### src/rtl/piso_shift_tx.sv
// piso_shift_tx: parallel-in / serial-out transmit register.
//
// A WIDTH-bit word is accepted over a valid/ready handshake. It is then
// shifted out on sdo, holding each bit for BIT_CYCLES clocks. sdo_valid
// frames the bits, and frame_done pulses for one cycle after the last bit.
// reset_n is an asynchronous active-low reset. set_n is a synchronous
// active-low abort that forces the line idle.
//
// Optional feature macro: PARITY_EN
//   When defined, an even-parity bit (XOR of the loaded word) is appended
//   after the WIDTH data bits, so the frame is WIDTH+1 bits long.
//
// Ports:
//   clk         clock, rising edge
//   reset_n     asynchronous active-low reset
//   set_n       synchronous active-low abort to idle
//   load_valid  load_data is valid
//   load_ready  block can accept a word (combinational)
//   load_data   word to transmit
//   sdo         serial data out, idles high
//   sdo_valid   high while a frame bit is on sdo
//   busy        high while shifting
//   frame_done  one-cycle pulse after the final bit period
module piso_shift_tx #(
   parameter int WIDTH      = 8,
   parameter int BIT_CYCLES = 1,
   parameter int MSB_FIRST  = 1
) (
   input  logic             clk,
   input  logic             reset_n,
   input  logic             set_n,
   input  logic             load_valid,
   output logic             load_ready,
   input  logic [WIDTH-1:0] load_data,
   output logic             sdo,
   output logic             sdo_valid,
   output logic             busy,
   output logic             frame_done
);

`ifdef PARITY_EN
   localparam int NBITS = WIDTH + 1;
`else
   localparam int NBITS = WIDTH;
`endif
   localparam int BW = (NBITS > 1)      ? $clog2(NBITS)      : 1;
   localparam int DW = (BIT_CYCLES > 1) ? $clog2(BIT_CYCLES) : 1;
   localparam logic [BW-1:0] BIT_LAST = BW'(NBITS - 1);
   localparam logic [DW-1:0] DIV_LAST = DW'(BIT_CYCLES - 1);

   typedef enum logic {IDLE, SHIFT} state_t;

   state_t           state;
   logic [NBITS-1:0] sreg;
   logic [BW-1:0]    bit_cnt;
   logic [DW-1:0]    div_cnt;

   logic [NBITS-1:0] frame_word;
   logic [NBITS-1:0] sreg_shifted;
   logic             first_bit;
   logic             next_bit;
   logic             div_wrap;
   logic             last_bit;

   assign load_ready = (state == IDLE) && set_n;

   // The frame word is arranged so that the parity bit sits at the far end
   // of the shift direction. It therefore goes out after every data bit,
   // whatever the bit order.
   always_comb begin
`ifdef PARITY_EN
      if (MSB_FIRST != 0)
         frame_word = {load_data, ^load_data};
      else
         frame_word = {^load_data, load_data};
`else
      frame_word = load_data;
`endif
   end

   // The output end is the MSB for MSB-first and the LSB otherwise. The bit
   // presented after a shift is the neighbour of the current output bit.
   always_comb begin
      if (MSB_FIRST != 0) begin
         first_bit    = frame_word[NBITS-1];
         next_bit     = sreg[NBITS-2];
         sreg_shifted = {sreg[NBITS-2:0], 1'b0};
      end else begin
         first_bit    = frame_word[0];
         next_bit     = sreg[1];
         sreg_shifted = {1'b0, sreg[NBITS-1:1]};
      end
   end

   assign div_wrap = (div_cnt == DIV_LAST);
   assign last_bit = (bit_cnt == BIT_LAST);

   // sdo is registered. It is loaded with the bit that will be on the line
   // in the following cycle, so the first bit appears right after accept.
   always_ff @(posedge clk or negedge reset_n) begin
      if (!reset_n) begin
         state      <= IDLE;
         sreg       <= '0;
         bit_cnt    <= '0;
         div_cnt    <= '0;
         sdo        <= 1'b1;
         sdo_valid  <= 1'b0;
         busy       <= 1'b0;
         frame_done <= 1'b0;
      end else if (!set_n) begin
         state      <= IDLE;
         sreg       <= '0;
         bit_cnt    <= '0;
         div_cnt    <= '0;
         sdo        <= 1'b1;
         sdo_valid  <= 1'b0;
         busy       <= 1'b0;
         frame_done <= 1'b0;
      end else begin
         frame_done <= 1'b0;
         case (state)
            IDLE: begin
               if (load_valid) begin
                  state     <= SHIFT;
                  sreg      <= frame_word;
                  bit_cnt   <= '0;
                  div_cnt   <= '0;
                  sdo       <= first_bit;
                  sdo_valid <= 1'b1;
                  busy      <= 1'b1;
               end
            end
            SHIFT: begin
               if (div_wrap) begin
                  div_cnt <= '0;
                  if (last_bit) begin
                     state      <= IDLE;
                     sreg       <= '0;
                     bit_cnt    <= '0;
                     sdo        <= 1'b1;
                     sdo_valid  <= 1'b0;
                     busy       <= 1'b0;
                     frame_done <= 1'b1;
                  end else begin
                     sreg    <= sreg_shifted;
                     bit_cnt <= bit_cnt + 1'b1;
                     sdo     <= next_bit;
                  end
               end else begin
                  div_cnt <= div_cnt + 1'b1;
               end
            end
            default: state <= IDLE;
         endcase
      end
   end

endmodule

### config.mk
export PLATFORM = sky130hd
export DESIGN_NAME = piso_shift_tx
export DESIGN_NICKNAME = d
export VERILOG_FILES = /design/src/rtl/piso_shift_tx.sv
export SDC_FILE = /design/constraint.sdc
export NUM_CORES = 1
export LEC_CHECK = 0
export BUFFER_PORTS_ARGS = -buffer_cell sky130_fd_sc_hd__buf_2
export CAP_MARGIN = 30
export CORE_MARGIN = 2
export CORE_UTILIZATION = 49
export CTS_CLUSTER_DIAMETER = 60
export CTS_CLUSTER_SIZE = 14
export DETAILED_ROUTE_END_ITERATION = 8
export PLACE_DENSITY = 0.74
export SYNTH_ARGS = -nofsm -noshare
export SYNTH_HDL_FRONTEND = slang
export SYNTH_SLANG_ARGS = --single-unit
### constraint.sdc
create_clock -name clk -period 1.65 [get_ports clk]
set_input_delay 0.33 -clock clk [delete_from_list [all_inputs] [get_ports clk]]
set_output_delay 0.33 -clock clk [all_outputs]
set_load 0.005 [all_outputs]
==> metrics.md <==
| Metric | Value |
|---|---|
| Outcome | complete, no violations |
| Inst Count DP | 90 |
| Crit Path Max Fanout | 9 |
| Final wirelength | 1220 µm |
| Largest family of logic cells by synthesized area | compound AO/OA/AOI/OAI gates |
| DRT Pass-1 Iters | 4 |
| Post-Synth Adder-Cell Area | 5.50% |
| Yosys warns | 0 |
| Clock tree sinks | 14 |
| CP startpoint kind | register |
| Clock Pin Slew Worst Setup and Hold Paths | 0.09 ns |
| Cts bufs inserted | 3 |
| Crit. Startpoint | state |
| Initial antenna violation count | 0 |
| FF-to-FF End | sreg[4] |
| Max stage delay on crit path | 0.47 ns |
| Port Buffers | 16 |
| Io pins | 17 |
| Yosys cell types | 24 |
| Register area | 352 µm² |
| Syn nets | 77 |
| HP Class | in -> reg |
| Number of global-route vias before repair | 448 |
| # resized after CTS | 0 |
| Fin crit period | 1.48 ns |
| RR Startpoint | bit_cnt[0] |
| CTS H-tree depth | 1 |
| F_max | 677 MHz |
| Final setup margin | 0.174 ns |
| Latest clock arrival within the worst-skew pair | 0.28 ns |
| Synth Area in Compound Gates | 18.2% |
| Number of max-cap violations | 0 |
| Core Region | 0.00130 mm² |
| Final setup violation count | 0 |
| Total track usage | 18.7% |
| Area Growth Syn to Fin | 16.9% |
| CP cell instances | nand2b_4 -> inv_4 -> buf_2 |
| Largest net degree at the start of global routing | 15 |
| Slew Limit Fails | 0 |
| Die area | 0.00171 mm² |
| Post-Synth XOR/XNOR Area | 0% |
| CP Data Required Time | 1.32 ns |
| Final Skew | 0.00793 ns |
| Kind of critical path | reg -> out |
| Seq/Total Area, Yosys | 51.6% |
| Row cnt | 13 |
| First-pass GRT wire length | 2050 µm |
| Endpoints failing hold | 0 |
| Post-detail-place hpwl | 950 µm |
| Worst hold stages | 3 |
| Hold endpoint | sreg[0] |
| Post-synthesis mux area share | 2.94% |
| Clk root buf | clkbuf_4 |
| Worst Tran Pin Value | 0.295 ns |
| Worst min-delay path startpoint | load_data[0] |
| Initial DRC Count | 6 |
| Yosys top cell area share | 47.7% |
| Die width | 41.3 µm |
| Routed len/inst | 12.9 µm |
| Post-synthesis instance area | 682 µm² |
| CTS tree | yes |
| Top post-synthesis cells by area | dfrtp_1 48%, a2bb2oi_1 7.7%, ha_1 5.5% |
| Relative slew slack | 80.3% |
| Setup WS pre-CTS | 0.188 ns |
| Util after Layout | 61.3% |
| Mapped Cells | 62 |
| Synth Register Bits | 14 |
| Simple-gate portion of the synthesized area | 16.9% |
| Yosys top cell by area | dfrtp_1 |
| Grt ovf | 0 |
| Diode count | 0 |
| Initial Util | 52.4% |
| Multi-input gate area | 297 µm² |
| Fraction of layout cells with a size suffix above 1 | 33.8% |
| R2R cell count | 5 |
| RePlAce Congestion | 0.813 |
| Via Count | 503 |
| Critical-path top delay cell | dfrtp_1 |
| # DRC | 0 |
| Final period util | 89.5% |
| Syn Area/Cell | 11.0 µm² |
| Worst Path Arrival | 1.15 ns |
| DRT antenna net count | 0 |
| Pleak | 0.418 nW |
| Setup slack, reg-to-reg | 0.20 ns |
| Power density over cell area | 859 mW/mm² |
| Clock Path Buffers | 2 |
| Final setup TNS | 0 ns |
| Final net count | 96 |
| RSZ-0062 raised after global routing | false |
| Non-filler cells, final | 95 |
| Filler cells | 118 |
| Die height | 41.3 µm |
| Worst setup EP type | output port |
| Maximum vdd drop | 0.000428 V |
| Vias/cell | 5.29 |
[worst max-delay path by stage]
stage / end / slack (ns) / cells after the start
6_report: load_ready / 0.17 / 3
5_1_grt: sreg[4] / 0.06 / 5
4_1_cts: load_ready / 0.17 / 3
3_5_place_dp: sreg[4] / 0.19 / 5
3_3_place_gp: sreg[1] / 0.27 / 5
2_1_floorplan: sreg[6] / 0.34 / 6
[cell usage after synthesis]
library cell / n
a21oi_1: 1
a22oi_1: 2
a2bb2oi_1: 6
a2bb2oi_2: 1
and3_2: 1
and3b_1: 1
buf_2: 1
buf_4: 2
dfrtp_1: 13
dfstp_2: 1
ha_1: 3
inv_1: 1
inv_2: 1
inv_4: 1
mux2i_1: 2
nand2_1: 8
nand2_4: 1
nand2b_4: 1
nand3b_1: 1
nor2_1: 4
nor2b_1: 2
nor2b_2: 1
o21ai_0: 6
o22ai_1: 1
[cells by family after synthesis]
kind of cell / Yosys count
flops: 14
fa+ha+maj: 3
compound gates: 17
buf+inv: 6
simple gates: 20
mux: 2
[layout make-up]
class / instances / share of cell area (%)
sequential: 14 / 44.1
multi-input combinational: 42 / 37.2
timing repair buffer: 17 / 11.3
clock buffer: 4 / 3.30
tap: 15 / 2.35
inverter: 3 / 1.73
[sequential cells by signal (all words and copies together), names as in the netlist]
name / cells
sreg: 7
state: 1
frame_done: 1
busy: 1
bit_cnt: 3
sdo: 1
[placed cells by master, fill, tap and decap left out, drive strengths merged, types with 2 or more instances in the layout]
| cell | synthesis | final |
|---|---|---|
| a22oi | 2 | 2 |
| a2bb2oi | 7 | 7 |
| buf | 3 | 16 |
| clkbuf | 0 | 4 |
| dfrtp | 13 | 13 |
| ha | 3 | 3 |
| inv | 3 | 3 |
| mux2i | 2 | 2 |
| nand2 | 9 | 9 |
| nor2 | 4 | 4 |
| nor2b | 3 | 3 |
| o21ai | 6 | 6 |
[report_power, final]
group | leakage, nW | switching [mW] | total (mW) | internal, mW
sequential | 0.182 | 0.0165 | 0.384 | 0.367
clock | 0.0150 | 0.109 | 0.203 | 0.0937
combinational | 0.221 | 0.0479 | 0.0980 | 0.0501
[worst max-delay path, delay by kind of cell (launching register included)]
| kind | cells | cell delay, ns |
|---|---|---|
| DFF | 1 | 0.47 |
| buffers and inverters | 2 | 0.21 |
| and+or+nand+nor | 1 | 0.20 |
[per-stage QoR]
step           hold WS [ns]  power, mW  cell area (µm²)
6_report              0.300      0.684              797
3_3_place_gp          0.234      0.485              761
2_1_floorplan        0.0344      0.450              682
4_1_cts               0.306      0.686              797
5_1_grt               0.351      0.718              797
3_5_place_dp          0.237      0.488              761
[routing by layer]
layer	vias to the layer above	part of all wire (%)	GRT usage (%)
li1	254	-	-
met1	235	49	26.5
met2	10	46	28.1
met3	4	3.0	3.19
met4	0	1.4	7.26
met5	-	0	0
[repair_timing]
action | CTS | global route
endpoints found under the hold margin | 13 | 0
setup buffers | 0 | 0
hold buffers | 1 | 0
(Power assumes the default switching activity.)
